[config.mk]
export PLATFORM = sky130hd
export DESIGN_NAME = serial_xor_feeder
export DESIGN_NICKNAME = d
export VERILOG_FILES = /design/src/rtl/serial_xor_feeder.sv
export SDC_FILE = /design/constraint.sdc
export NUM_CORES = 1
export LEC_CHECK = 0
export BUFFER_PORTS_ARGS = -buffer_cell sky130_fd_sc_hd__buf_2
export CELL_PAD_IN_SITES_DETAIL_PLACEMENT = 1
export CELL_PAD_IN_SITES_GLOBAL_PLACEMENT = 1
export CORE_ASPECT_RATIO = 1.1
export CORE_UTILIZATION = 25
export CTS_CLUSTER_SIZE = 12
export DETAILED_ROUTE_END_ITERATION = 10
export GPL_TIMING_DRIVEN = 0
export PLACE_DENSITY_LB_ADDON = 0.25
export SLEW_MARGIN = 20
export SYNTH_ARGS = -nofsm -noshare
export SYNTH_HDL_FRONTEND = slang
export SYNTH_SLANG_ARGS = --single-unit
[constraint.sdc]
create_clock -name clk -period 4.21 [get_ports clk]
set_input_delay 0.6315 -clock clk [delete_from_list [all_inputs] [get_ports clk]]
set_output_delay 0.6315 -clock clk [all_outputs]
set_load 0.01 [all_outputs]
[src/rtl/serial_xor_feeder.sv]
// serial_xor_feeder
// Operand stage for the serial XOR unit. It accepts an A/B word pair over a
// valid/ready handshake and sends the pair out one bit at a time, LSB first.
// Each bit pair is held for one 5-cycle frame, aligned to the XOR unit's
// C0..C4 sequence. In each C4 cycle of an active frame the block raises
// bit_valid and puts the bit index on bit_idx, so the downstream collector
// knows which bit the XOR unit's xo output belongs to.
module serial_xor_feeder #(
    parameter int W = 8,
    localparam int IW = (W > 1) ? $clog2(W) : 1
) (
    input  logic          clk,
    input  logic          rstn,
    input  logic          in_valid,
    output logic          in_ready,
    input  logic [W-1:0]  in_a,
    input  logic [W-1:0]  in_b,
    output logic          a,
    output logic          b,
    input  logic          xor_ready,
    output logic          bit_valid,
    output logic [IW-1:0] bit_idx,
    output logic          done,
    output logic          busy,
    output logic          sync_err
);

    typedef enum logic [1:0] {
        ST_IDLE = 2'd0,
        ST_ARM  = 2'd1,
        ST_RUN  = 2'd2
    } state_t;

    state_t        state_r;
    logic [2:0]    p_r;
    logic [IW-1:0] idx_r;

    // Bit 0 of each operand register always holds the next bit to present.
    logic [W-1:0]  opa_r;
    logic [W-1:0]  opb_r;

    logic          a_r;
    logic          b_r;
    logic          done_r;
    logic          sync_err_r;
    logic          in_ready_r;
    logic          busy_r;

    logic          p_is4_s;
    logic          last_bit_s;

    assign p_is4_s    = (p_r == 3'd4);
    assign last_bit_s = (idx_r == IW'(W - 1));

    assign a         = a_r;
    assign b         = b_r;
    assign done      = done_r;
    assign sync_err  = sync_err_r;
    assign in_ready  = in_ready_r;
    assign busy      = busy_r;
    assign bit_idx   = idx_r;
    assign bit_valid = (state_r == ST_RUN) && p_is4_s;

    // Phase counter: mirrors the XOR unit sequence, and xor_ready forces it back to C0.
    // The sticky sync_err flag records any cycle where the two disagree.
    always_ff @(posedge clk or negedge rstn) begin
        if (!rstn) begin
            p_r        <= 3'd0;
            sync_err_r <= 1'b0;
        end else begin
            if (xor_ready || p_is4_s) begin
                p_r <= 3'd0;
            end else begin
                p_r <= p_r + 3'd1;
            end
            if (p_is4_s != xor_ready) begin
                sync_err_r <= 1'b1;
            end
        end
    end

    // Control FSM: accepts a word, waits for a frame boundary, then shifts out one bit per frame.
    always_ff @(posedge clk or negedge rstn) begin
        if (!rstn) begin
            state_r    <= ST_IDLE;
            idx_r      <= '0;
            opa_r      <= '0;
            opb_r      <= '0;
            a_r        <= 1'b0;
            b_r        <= 1'b0;
            done_r     <= 1'b0;
            in_ready_r <= 1'b1;
            busy_r     <= 1'b0;
        end else begin
            done_r <= 1'b0;
            case (state_r)
                ST_IDLE: begin
                    a_r <= 1'b0;
                    b_r <= 1'b0;
                    if (in_valid) begin
                        idx_r      <= '0;
                        in_ready_r <= 1'b0;
                        busy_r     <= 1'b1;
                        if (p_is4_s) begin
                            // Frame boundary is on the next edge: present bit 0 now.
                            a_r     <= in_a[0];
                            b_r     <= in_b[0];
                            opa_r   <= in_a >> 1'b1;
                            opb_r   <= in_b >> 1'b1;
                            state_r <= ST_RUN;
                        end else begin
                            opa_r   <= in_a;
                            opb_r   <= in_b;
                            state_r <= ST_ARM;
                        end
                    end
                end
                ST_ARM: begin
                    if (p_is4_s) begin
                        a_r     <= opa_r[0];
                        b_r     <= opb_r[0];
                        opa_r   <= opa_r >> 1'b1;
                        opb_r   <= opb_r >> 1'b1;
                        state_r <= ST_RUN;
                    end
                end
                ST_RUN: begin
                    if (p_is4_s) begin
                        if (last_bit_s) begin
                            a_r        <= 1'b0;
                            b_r        <= 1'b0;
                            done_r     <= 1'b1;
                            idx_r      <= '0;
                            in_ready_r <= 1'b1;
                            busy_r     <= 1'b0;
                            state_r    <= ST_IDLE;
                        end else begin
                            a_r   <= opa_r[0];
                            b_r   <= opb_r[0];
                            opa_r <= opa_r >> 1'b1;
                            opb_r <= opb_r >> 1'b1;
                            idx_r <= idx_r + IW'(1);
                        end
                    end
                end
                default: begin
                    state_r    <= ST_IDLE;
                    idx_r      <= '0;
                    a_r        <= 1'b0;
                    b_r        <= 1'b0;
                    in_ready_r <= 1'b1;
                    busy_r     <= 1'b0;
                end
            endcase
        end
    end

endmodule

# Word level (Yosys, flattened, before mapping)
# Index checks and enable logic that the tools add are counted.
# Widths: inputs -> output; s select.
# totals
output_inout_bits,10
elab_cells,79
input_bits,20
register_bits,30
# op_classes
bitwise,1
add_sub_neg,2
mux,46
n_reduce_logical,9
n_eq_ne,10
# ops
operator,n
$mux 8,10
$pmux 8 s3,2
$mux 1,19
$mux 3,4
$pmux 1 s3,4
$mux 2,5
$ne 2x2->1 const B,5
$pmux 3 s3,1
$reduce_and 4->1,2
$add 3x1->3 const B,2
$eq 3x3->1 const B,2
$pmux 2 s3,1
$reduce_and 5->1,1
$reduce_and 3->1,1
$reduce_bool 3->1,1
$eq 2x1->1 const B,1
$eq 2x2->1 const B,1
$logic_not 2->1,1
$reduce_and 2->1,1
$logic_and 1x1->1,1
$logic_or 1x1->1,1
$ne 1x1->1,1
$not 1->1,1

# Depth between registers and ports, before layout
# Gate-level depths: netlist of the first run.
# logic_depth
ltp_word,4
ltp_mapped,8
mapped_depth_nobuf,7

# Worst setup path before layout of the first run
# No wires, ideal clock.
# synth_path
path_kind,flip-flop to flip-flop
from,reg p_r[0]
to,reg busy_r (netlist: busy)
t_required_ps,4082
n_path_buf,1
path_slack_ps,2405
period_less_slack_ps,1805
path_stages_with_launch,9
arrival_ps,1678
setup_ps,128
path_cell_list,dfrtp_1 > inv_1 > ha_1 > and2_1 > buf_6 > inv_4 > a211oi_4 > and2b_1 > mux2_1
# synth_between
elab_chain_cells,3
# synth_lines
element,line_no,source
from (decl),35,logic [2:0] p_r;
from (signal assigned),74,p_r <= p_r + 3'd1;
$eq 3x3->1,52,assign p_is4_s = (p_r == 3'd4);
$ne 2x2->1 (no line),n/a,
$reduce_and 4->1 (no line),n/a,
to (signal assigned),93,busy_r <= 1'b0;
to (signal assigned),103,busy_r <= 1'b1;
to (signal assigned),135,busy_r <= 1'b0;
to (decl),47,logic busy_r;
# No other way between the ends.
# A chain may end at the register's enable or synchronous reset.

# Final worst setup path of the first run
# layout_path
from,reg state_r[0]
to,reg opb_r[5]
# layout_between
elab_chain_cells,3
elab_cells_between_ends,10
classes_between,eq/ne (6); mux (1); reduce/logical (3)
# layout_lines
element,line_no,source
from (decl),34,state_t state_r;
from (signal assigned),85,state_r <= ST_IDLE;
from (signal assigned),110,state_r <= ST_RUN;
from (signal assigned),114,state_r <= ST_ARM;
$eq 2x2->1 (tied with other cells),96,case (state_r)
$ne 2x2->1 (no line) / $reduce_bool 3->1 (equally long branches),n/a,
$reduce_and 5->1 (no line),n/a,
to (signal assigned),109,opb_r <= in_b >> 1'b1;
to (signal assigned),113,opb_r <= in_b;
to (signal assigned),123,opb_r <= opb_r >> 1'b1;
to (decl),40,logic [W-1:0] opb_r;
# Parallel ways exist; a longest one is shown, timed or not.

==> flow_summary.json, run 1 <==
{
  "status": "finished clean",
  "drive_above_1_share_pct": 31.47,
  "clock-root-buffer": "sky130_fd_sc_hd__clkbuf_8",
  "ir_drop_uv": 212.8,
  "synth.area.mux_share_pct": 20.27,
  "coreArea_mm2": 0.006344,
  "post_synth_xor_area_fraction_pct": 0.5216,
  "maxCapViolCount": 0,
  "final-instance-count-excl-fill": 277,
  "h-tree-depth": 2,
  "antenna_violating_nets_post_route": 0,
  "part_of_the_yosys_area_used_for_sequential_elements_pct": 44.78,
  "cts_buffers": 5,
  "tritoncts_clock_tree": "done",
  "insertion_delay_ns": 0.28,
  "achievable-frequency_mhz": 464.0,
  "worst_path_cell_trace": "inv_1 > ha_1 > buf_2 > a2bb2oi_1 > a2111o_1 > clkbuf_1 > o21ai_0",
  "antenna_cells": 0,
  "synth_area_mm2": 0.001679,
  "critPathCaptureType": "flop",
  "syn-num-nets": 190,
  "hp-class": "input port to async pin",
  "ios": 30,
  "cts_sinks": 30,
  "combinationalPowerShare_pct": 39.2,
  "maximum_number_of_pins_on_one_net_before_global_route_repair": 31,
  "synth.ff_latch_count": 30,
  "grt_usage_pct": 12.39,
  "synth_compound_gate_area_share_pct": 10.36,
  "crit_fanout": 10,
  "drt-met1-wl_um": 1844,
  "post_cts_setup_buffer_count": 0,
  "routed.top_layer": "met4",
  "critical_path_s_largest_stage_delay_ns": 0.40,
  "required_ns": 4.36,
  "clock-skew-final_ns": 0.006349,
  "first_iter_violations": 32,
  "pwr-share-seq_pct": 33.2,
  "met2WireLength_um": 1780,
  "finalSetupViolCount": 0,
  "routed-via-count": 1244,
  "gp_congestion": 0.7027,
  "place.detailed.instances": 269,
  "grt_setup_unrepaired": "false",
  "worst_setup_path_class": "flop to flop",
  "post_drt_wl_per_cell_um": 13.83,
  "largest_family_of_logic_cells_by_synthesized_area": "multiplexers",
  "worst_slew_margin_pct": 52.83,
  "power_density_mw_per_mm2": 652.1,
  "rrSetupSlack_ns": 2.05,
  "worstPathArrival_ns": 2.30,
  "clkPwrFrac_pct": 27.6,
  "yosysWarnings": 0,
  "maxSlewViolCount": 0,
  "synth_adder_area_share_pct": 7.452,
  "route.detailed.vias_per_inst": 4.491,
  "worst_r2r_path_depth": 7,
  "dp_hpwl_um": 2858,
  "post_synth_inst_count": 160,
  "nFillCells": 730,
  "critPathSlowestCell": "sky130_fd_sc_hd__dfrtp_1",
  "first_global_vias": 1291,
  "setup_tns_final_ns": 0,
  "clkTransAtPathRegs_ns": 0.07,
  "std_cell_rows": 30,
  "finalWorstPathRequiredPeriod_ns": 2.155,
  "drc": 0,
  "worstMarginPinSlew_ns": 0.7075,
  "first_pass_iters": 4,
  "routed-wl-met3_um": 158,
  "post_synth_and_or_nand_nor_area_fraction_pct": 11.85,
  "initial_utilization_pct": 26.47,
  "power.share.switching_pct": 35.26,
  "grt_pass1_wl_um": 6486,
  "ctsHoldBuffers": 0,
  "p_switching_uw": 475.3,
  "die_width_um": 80.14,
  "fin_nets": 226,
  "report.final.hold_viol_count": 0,
  "die_area_mm2": 0.007049,
  "cell_variety_after_synth": 32,
  "layout-area-overhead-vs-synth_pct": 23.10,
  "grt_antenna_before_repair": 0,
  "final_cell_mix": "sky130_fd_sc_hd__buf_2 (33), sky130_fd_sc_hd__dfrtp_1 (29), sky130_fd_sc_hd__nand2_1 (22)",
  "die_height_um": 87.96,
  "p_int_uw": 872.5,
  "cp.buffers_inverters": 3,
  "timing.final.crit_share_pct": 51.19,
  "final_common_cell": "sky130_fd_sc_hd__buf_2",
  "cp_top_family": "compound AO/OA/AOI/OAI gates",
  "nature_of_the_critical_path_startpoint": "flop",
  "average_instance_area_after_synthesis_um2": 10.49,
  "cts_repair_resize_count": 0,
  "power_leakage_uw": 0.001031,
  "buffer_ports.inserted": 29,
  "total_grt_overflow": 0,
  "wirelength_um": 3831,
  "worstSetupPathDepth": 7,
  "cts_max_path_bufs": 2
}
state kept, by name (all words and copies together) (netlist names), 2 cells and up:
signal   cells
opa_r        8
opb_r        8
bit_idx      3
p_r          3
state_r      2
worst register-to-register path: cells and delay by family, from the launching register on:
kind / cells / cell delay (ns)
flops: 1 / 0.40
compound gates: 3 / 0.81
fa+ha+maj: 1 / 0.15
buf+inv: 3 / 0.67
metal layers:
metal / global-route usage (%) / vias to the layer above
met4: 4.383 / 0
li1: - / 623
met5: 0 / -
met3: 3.125 / 5
met1: 16.21 / 587
met2: 19.81 / 29
synth_stat cells:
cell                        number  area, um2
sky130_fd_sc_hd__nand2_1        22      82.58
sky130_fd_sc_hd__clkbuf_2        1      5.000
sky130_fd_sc_hd__nand3_1         2      10.01
sky130_fd_sc_hd__mux2_1          1      11.26
sky130_fd_sc_hd__a22o_1          2      17.52
sky130_fd_sc_hd__mux2_2         15      168.9
sky130_fd_sc_hd__buf_2           4      20.02
sky130_fd_sc_hd__o21ai_0        18      90.09
sky130_fd_sc_hd__buf_6           1      11.26
sky130_fd_sc_hd__and2_1          4      25.02
sky130_fd_sc_hd__and2b_1         2      15.01
sky130_fd_sc_hd__and3_1          1      6.260
sky130_fd_sc_hd__nor2_1          3      11.26
sky130_fd_sc_hd__a31oi_1         1      6.260
sky130_fd_sc_hd__a211oi_4        1      20.02
sky130_fd_sc_hd__a2111o_1        1      11.26
sky130_fd_sc_hd__or2_2           1      6.260
sky130_fd_sc_hd__mux2i_1        16      160.2
sky130_fd_sc_hd__nor3_1          1      5.000
sky130_fd_sc_hd__clkbuf_1        1      3.750
sky130_fd_sc_hd__dfstp_2         1      26.28
sky130_fd_sc_hd__dfrtp_1        29      725.7
sky130_fd_sc_hd__xor2_1          1      8.760
sky130_fd_sc_hd__nor2b_1         4      25.02
sky130_fd_sc_hd__a2bb2oi_1       1      8.760
sky130_fd_sc_hd__a21oi_1         2      10.01
sky130_fd_sc_hd__inv_1           8      30.03
sky130_fd_sc_hd__ha_1           10      125.1
sky130_fd_sc_hd__buf_1           1      3.750
sky130_fd_sc_hd__nand4_1         2      12.51
sky130_fd_sc_hd__o21ai_1         2      10.01
sky130_fd_sc_hd__inv_4           1      6.260
through the flow:
step / instance area [um2] / setup WS, ns / total power, uW / hold WS, ns / util (%)
after CTS: 2067 / 1.993 / 1380 / 0.4135 / 32.58
after global placement: 1924 / 2.039 / 981.1 / 0.4568 / 30.34
final: 2067 / 2.055 / 1348 / 0.3869 / 32.58
after detailed placement: 1924 / 2.012 / 1001 / 0.4559 / 30.34
after floorplan: 1679 / 2.405 / 843.4 / 0.3359 / -
after global routing: 2067 / 1.809 / 1465 / 0.4372 / 32.58
path summary, 6_finish.rpt:
path                                        start              endpoint
max                        state_r[0]$_DFFE_PN0P_  opb_r[5]$_DFFE_PN0P_
min                                          rstn      busy$_DFFE_PN0P_
max reg2reg                state_r[0]$_DFFE_PN0P_  opb_r[5]$_DFFE_PN0P_
min reg2reg                  sync_err$_DFFE_PN0P_  sync_err$_DFFE_PN0P_
max in group asynchronous                    rstn      p_r[0]$_DFF_PN0_
min in group clk             sync_err$_DFFE_PN0P_  sync_err$_DFFE_PN0P_
cell type report:
| type | count | area (um2) | area share, % |
|---|---|---|---|
| Inverter | 9 | 36.28 | 1.755 |
| Clock inverter | 2 | 60.06 | 2.906 |
| Buffer | 8 | 43.79 | 2.119 |
| Clock buffer | 6 | 82.58 | 3.995 |
| Tap cell | 80 | 100.1 | 4.843 |
| Timing Repair Buffer | 29 | 145.1 | 7.022 |
| Sequential cell | 30 | 752.0 | 36.38 |
| Multi-Input combinational cell | 113 | 847.1 | 40.98 |
power by group through the flow:
stage          Clock (uW)  Sequential [uW]  Combinational, uW
4_1_cts               384              449                547
2_1_floorplan           0              447                396
6_report              372              447                529
3_5_place_dp            0              454                547
3_3_place_gp            0              449                532
5_1_grt               399              458                608
cells by family after synthesis:
family,count (synthesis)
and+or+nand+nor,42
DFF,30
buffers and inverters,17
xor gates and xnor gates,1
AOI/OAI and AO/OA,28
muxes,32
adders and majority gates,10
Power figures use the tool's default switching activity.
==> run 2, diff against run 1 <==
==> constraint.sdc (replaced) <==
create_clock -name clk -period 1.7 [get_ports clk]
set_input_delay 0.255 -clock clk [delete_from_list [all_inputs] [get_ports clk]]
set_output_delay 0.255 -clock clk [all_outputs]
set_load 0.01 [all_outputs]
==> flow_summary.json, run 2 (same netlist as run 1, synthesis figures left out) <==
{
  "status": "complete, but fails checks",
  "violations": "negative setup slack",
  "finalWorstPathRequiredPeriod_ns": 1.842,
  "power_density_mw_per_mm2": 1615,
  "first_iter_violations": 23,
  "multiInputGateArea_mm2": 0.001006,
  "grt_antenna_before_repair": 0,
  "buffer_ports.inserted": 29,
  "pwr-share-seq_pct": 30.6,
  "insertion_delay_ns": 0.28,
  "tritoncts_clock_tree": "done",
  "drive_above_1_share_pct": 55.19,
  "cp.buffers_inverters": 2,
  "p_int_uw": 2310,
  "layout-area-overhead-vs-synth_pct": 40.09,
  "cts_max_path_bufs": 2,
  "report.power.total_uw": 3799,
  "worstPathArrival_ns": 2.01,
  "worst_path_cell_trace": "buf_6 > ha_4 > a2bb2oi_4 > a2111o_2 > buf_6 > nand2_1 > o21ai_1",
  "crit_fanout": 8,
  "achievable-frequency_mhz": 542.8,
  "cts_sinks": 30,
  "cts_buffers": 5,
  "grt_pass1_wl_um": 7265,
  "wirelength_um": 4315,
  "maximum_number_of_pins_on_one_net_before_global_route_repair": 31,
  "grt_setup_unrepaired": "true",
  "worst_setup_path_class": "flop to flop",
  "total_grt_overflow": 0,
  "met2WireLength_um": 2147,
  "ir_drop_uv": 530.8,
  "report.final.hold_viol_count": 0,
  "die_height_um": 87.96,
  "worst_slew_margin_pct": 52.82,
  "clkTransAtPathRegs_ns": 0.07,
  "drt-met1-wl_um": 1938,
  "combinationalPowerShare_pct": 54.6,
  "die_area_mm2": 0.007049,
  "setup_tns_final_ns": -2.088,
  "first_global_vias": 1407,
  "drc": 0,
  "post_drt_wl_per_cell_um": 14.78,
  "sequential_cell_area_um2": 753.2,
  "worst_slack_ns": -0.1421,
  "antenna_violating_nets_post_route": 0,
  "nature_of_the_critical_path_startpoint": "flop",
  "hp-class": "input port to async pin",
  "maxSlewViolCount": 0,
  "required_ns": 1.86,
  "final_cell_mix": "sky130_fd_sc_hd__buf_2 (29), sky130_fd_sc_hd__dfrtp_1 (28), sky130_fd_sc_hd__mux2i_1 (16)",
  "grt_usage_pct": 13.84,
  "std_cell_rows": 30,
  "critical_path_s_largest_stage_delay_ns": 0.58,
  "antenna_cells": 0,
  "cp_top_family": "compound AO/OA/AOI/OAI gates",
  "gp_congestion": 0.6898,
  "place_area_mm2": 0.001941,
  "coreArea_mm2": 0.006344,
  "worstMarginPinSlew_ns": 0.7076,
  "timing.final.crit_share_pct": 108.4,
  "clock-root-buffer": "sky130_fd_sc_hd__clkbuf_8",
  "ios": 30,
  "initial_utilization_pct": 26.47,
  "dp_hpwl_um": 2811,
  "routed-wl-met3_um": 188,
  "final_common_cell": "sky130_fd_sc_hd__buf_2",
  "p_switching_uw": 1490,
  "clock-skew-final_ns": 0.002914,
  "clkPwrFrac_pct": 14.9,
  "power.share.switching_pct": 39.21,
  "post-route-util_pct": 37.08,
  "h-tree-depth": 2,
  "route.detailed.vias_per_inst": 4.654,
  "nFillCells": 725,
  "power_leakage_uw": 0.001138,
  "critPathSlowestCell": "sky130_fd_sc_hd__a2111o_2",
  "fin_nets": 242,
  "routed-via-count": 1359,
  "finalSetupViolCount": 17,
  "die_width_um": 80.14,
  "layout.cell_area.non_filler_mm2": 0.002352,
  "maxCapViolCount": 0,
  "routed.top_layer": "met4",
  "critPathCaptureType": "flop",
  "first_pass_iters": 4,
  "cpMostUsedCell": "sky130_fd_sc_hd__buf_6",
  "pre_cts_setup_slack_ns": -0.5048,
  "largestRegisters": "opa_r (8), opb_r (8)"
}
## run 2: cell types whose count changed in the layout (fill, tap and decap cells not counted), moves of 3 or more
cell,delta
sky130_fd_sc_hd__nand2_2,+14
sky130_fd_sc_hd__ha_4,+4
sky130_fd_sc_hd__buf_4,+12
sky130_fd_sc_hd__buf_6,+8
sky130_fd_sc_hd__nand2_1,-15
sky130_fd_sc_hd__o21ai_2,+6
sky130_fd_sc_hd__ha_1,-4
sky130_fd_sc_hd__buf_2,-4
sky130_fd_sc_hd__inv_2,+3
sky130_fd_sc_hd__o21ai_1,+8
sky130_fd_sc_hd__o21ai_0,-14
sky130_fd_sc_hd__inv_1,-4
## run 2: layer usage
metal	vias up	GRT usage (%)
met1	671	17.03
met3	5	3.646
met2	28	23.93
met4	0	3.734
li1	655	-
met5	-	0
## run 2: path summary, 6_finish.rpt
check,slack (ns),depth (start not counted),to,startpoint
worst max-delay path,-0.14,7,opb_r[0]$_DFFE_PN0P_,state_r[1]$_DFFE_PN0P_
worst min-delay path,0.02,1,a$_DFFE_PN0P_,rstn
worst min register to register,0.47,1,sync_err$_DFFE_PN0P_,sync_err$_DFFE_PN0P_
min in group clk,0.22,3,opa_r[7]$_DFFE_PN0P_,in_a[7]
max in group asynchronous,1.19,1,state_r[0]$_DFFE_PN0P_,rstn
worst max register to register,-0.14,7,opb_r[0]$_DFFE_PN0P_,state_r[1]$_DFFE_PN0P_
## run 2: timing repair
item | in CTS | in global routing
cloned | 3 | 0
buffers inserted | 11 | 4
hold buffers | 0 | 0
hold endpoints to repair | 0 | 0
gates resized for setup | 50 | 26
pin swaps | 22 | 8
endpoints found under the setup margin | 23 | 21
## run 2: worst reg2reg max path: cells and delay by family, from the launching register on
| kind | cells | cell delay (ns) |
|---|---|---|
| AO/OA/AOI/OAI | 3 | 0.78 |
| flip-flops | 1 | 0.41 |
| buffers and inverters | 2 | 0.32 |
| adder cells (fa/ha/maj) | 1 | 0.17 |
| AND/OR/NAND/NOR | 1 | 0.05 |
## run 2: per-stage QoR
step | std cells | hold slack (ns)
floorplan | 160 | -0.04059
global placement | 269 | 0.3440
detailed placement | 269 | 0.3546
CTS | 288 | 0.04937
global route | 292 | 0.07298
finish | 292 | 0.01973
## run 2: cell type report
class | instances | share of cell area (%)
multi-input combinational | 113 | 42.77
sequential | 30 | 32.02
timing repair buffer | 47 | 13.46
tap | 80 | 4.255
clock buffer | 5 | 2.926
buffer | 6 | 2.287
inverter | 9 | 1.862
clock inverter | 2 | 0.4255
## run 2: power groups by stage
stage	combinational [uW]	clock [uW]	sequential, uW
after floorplan	1010	0	1110
after global placement	1350	0	1120
after detailed placement	1380	0	1120
after CTS	1900	578	1130
after global routing	2270	612	1190
final	2070	564	1160
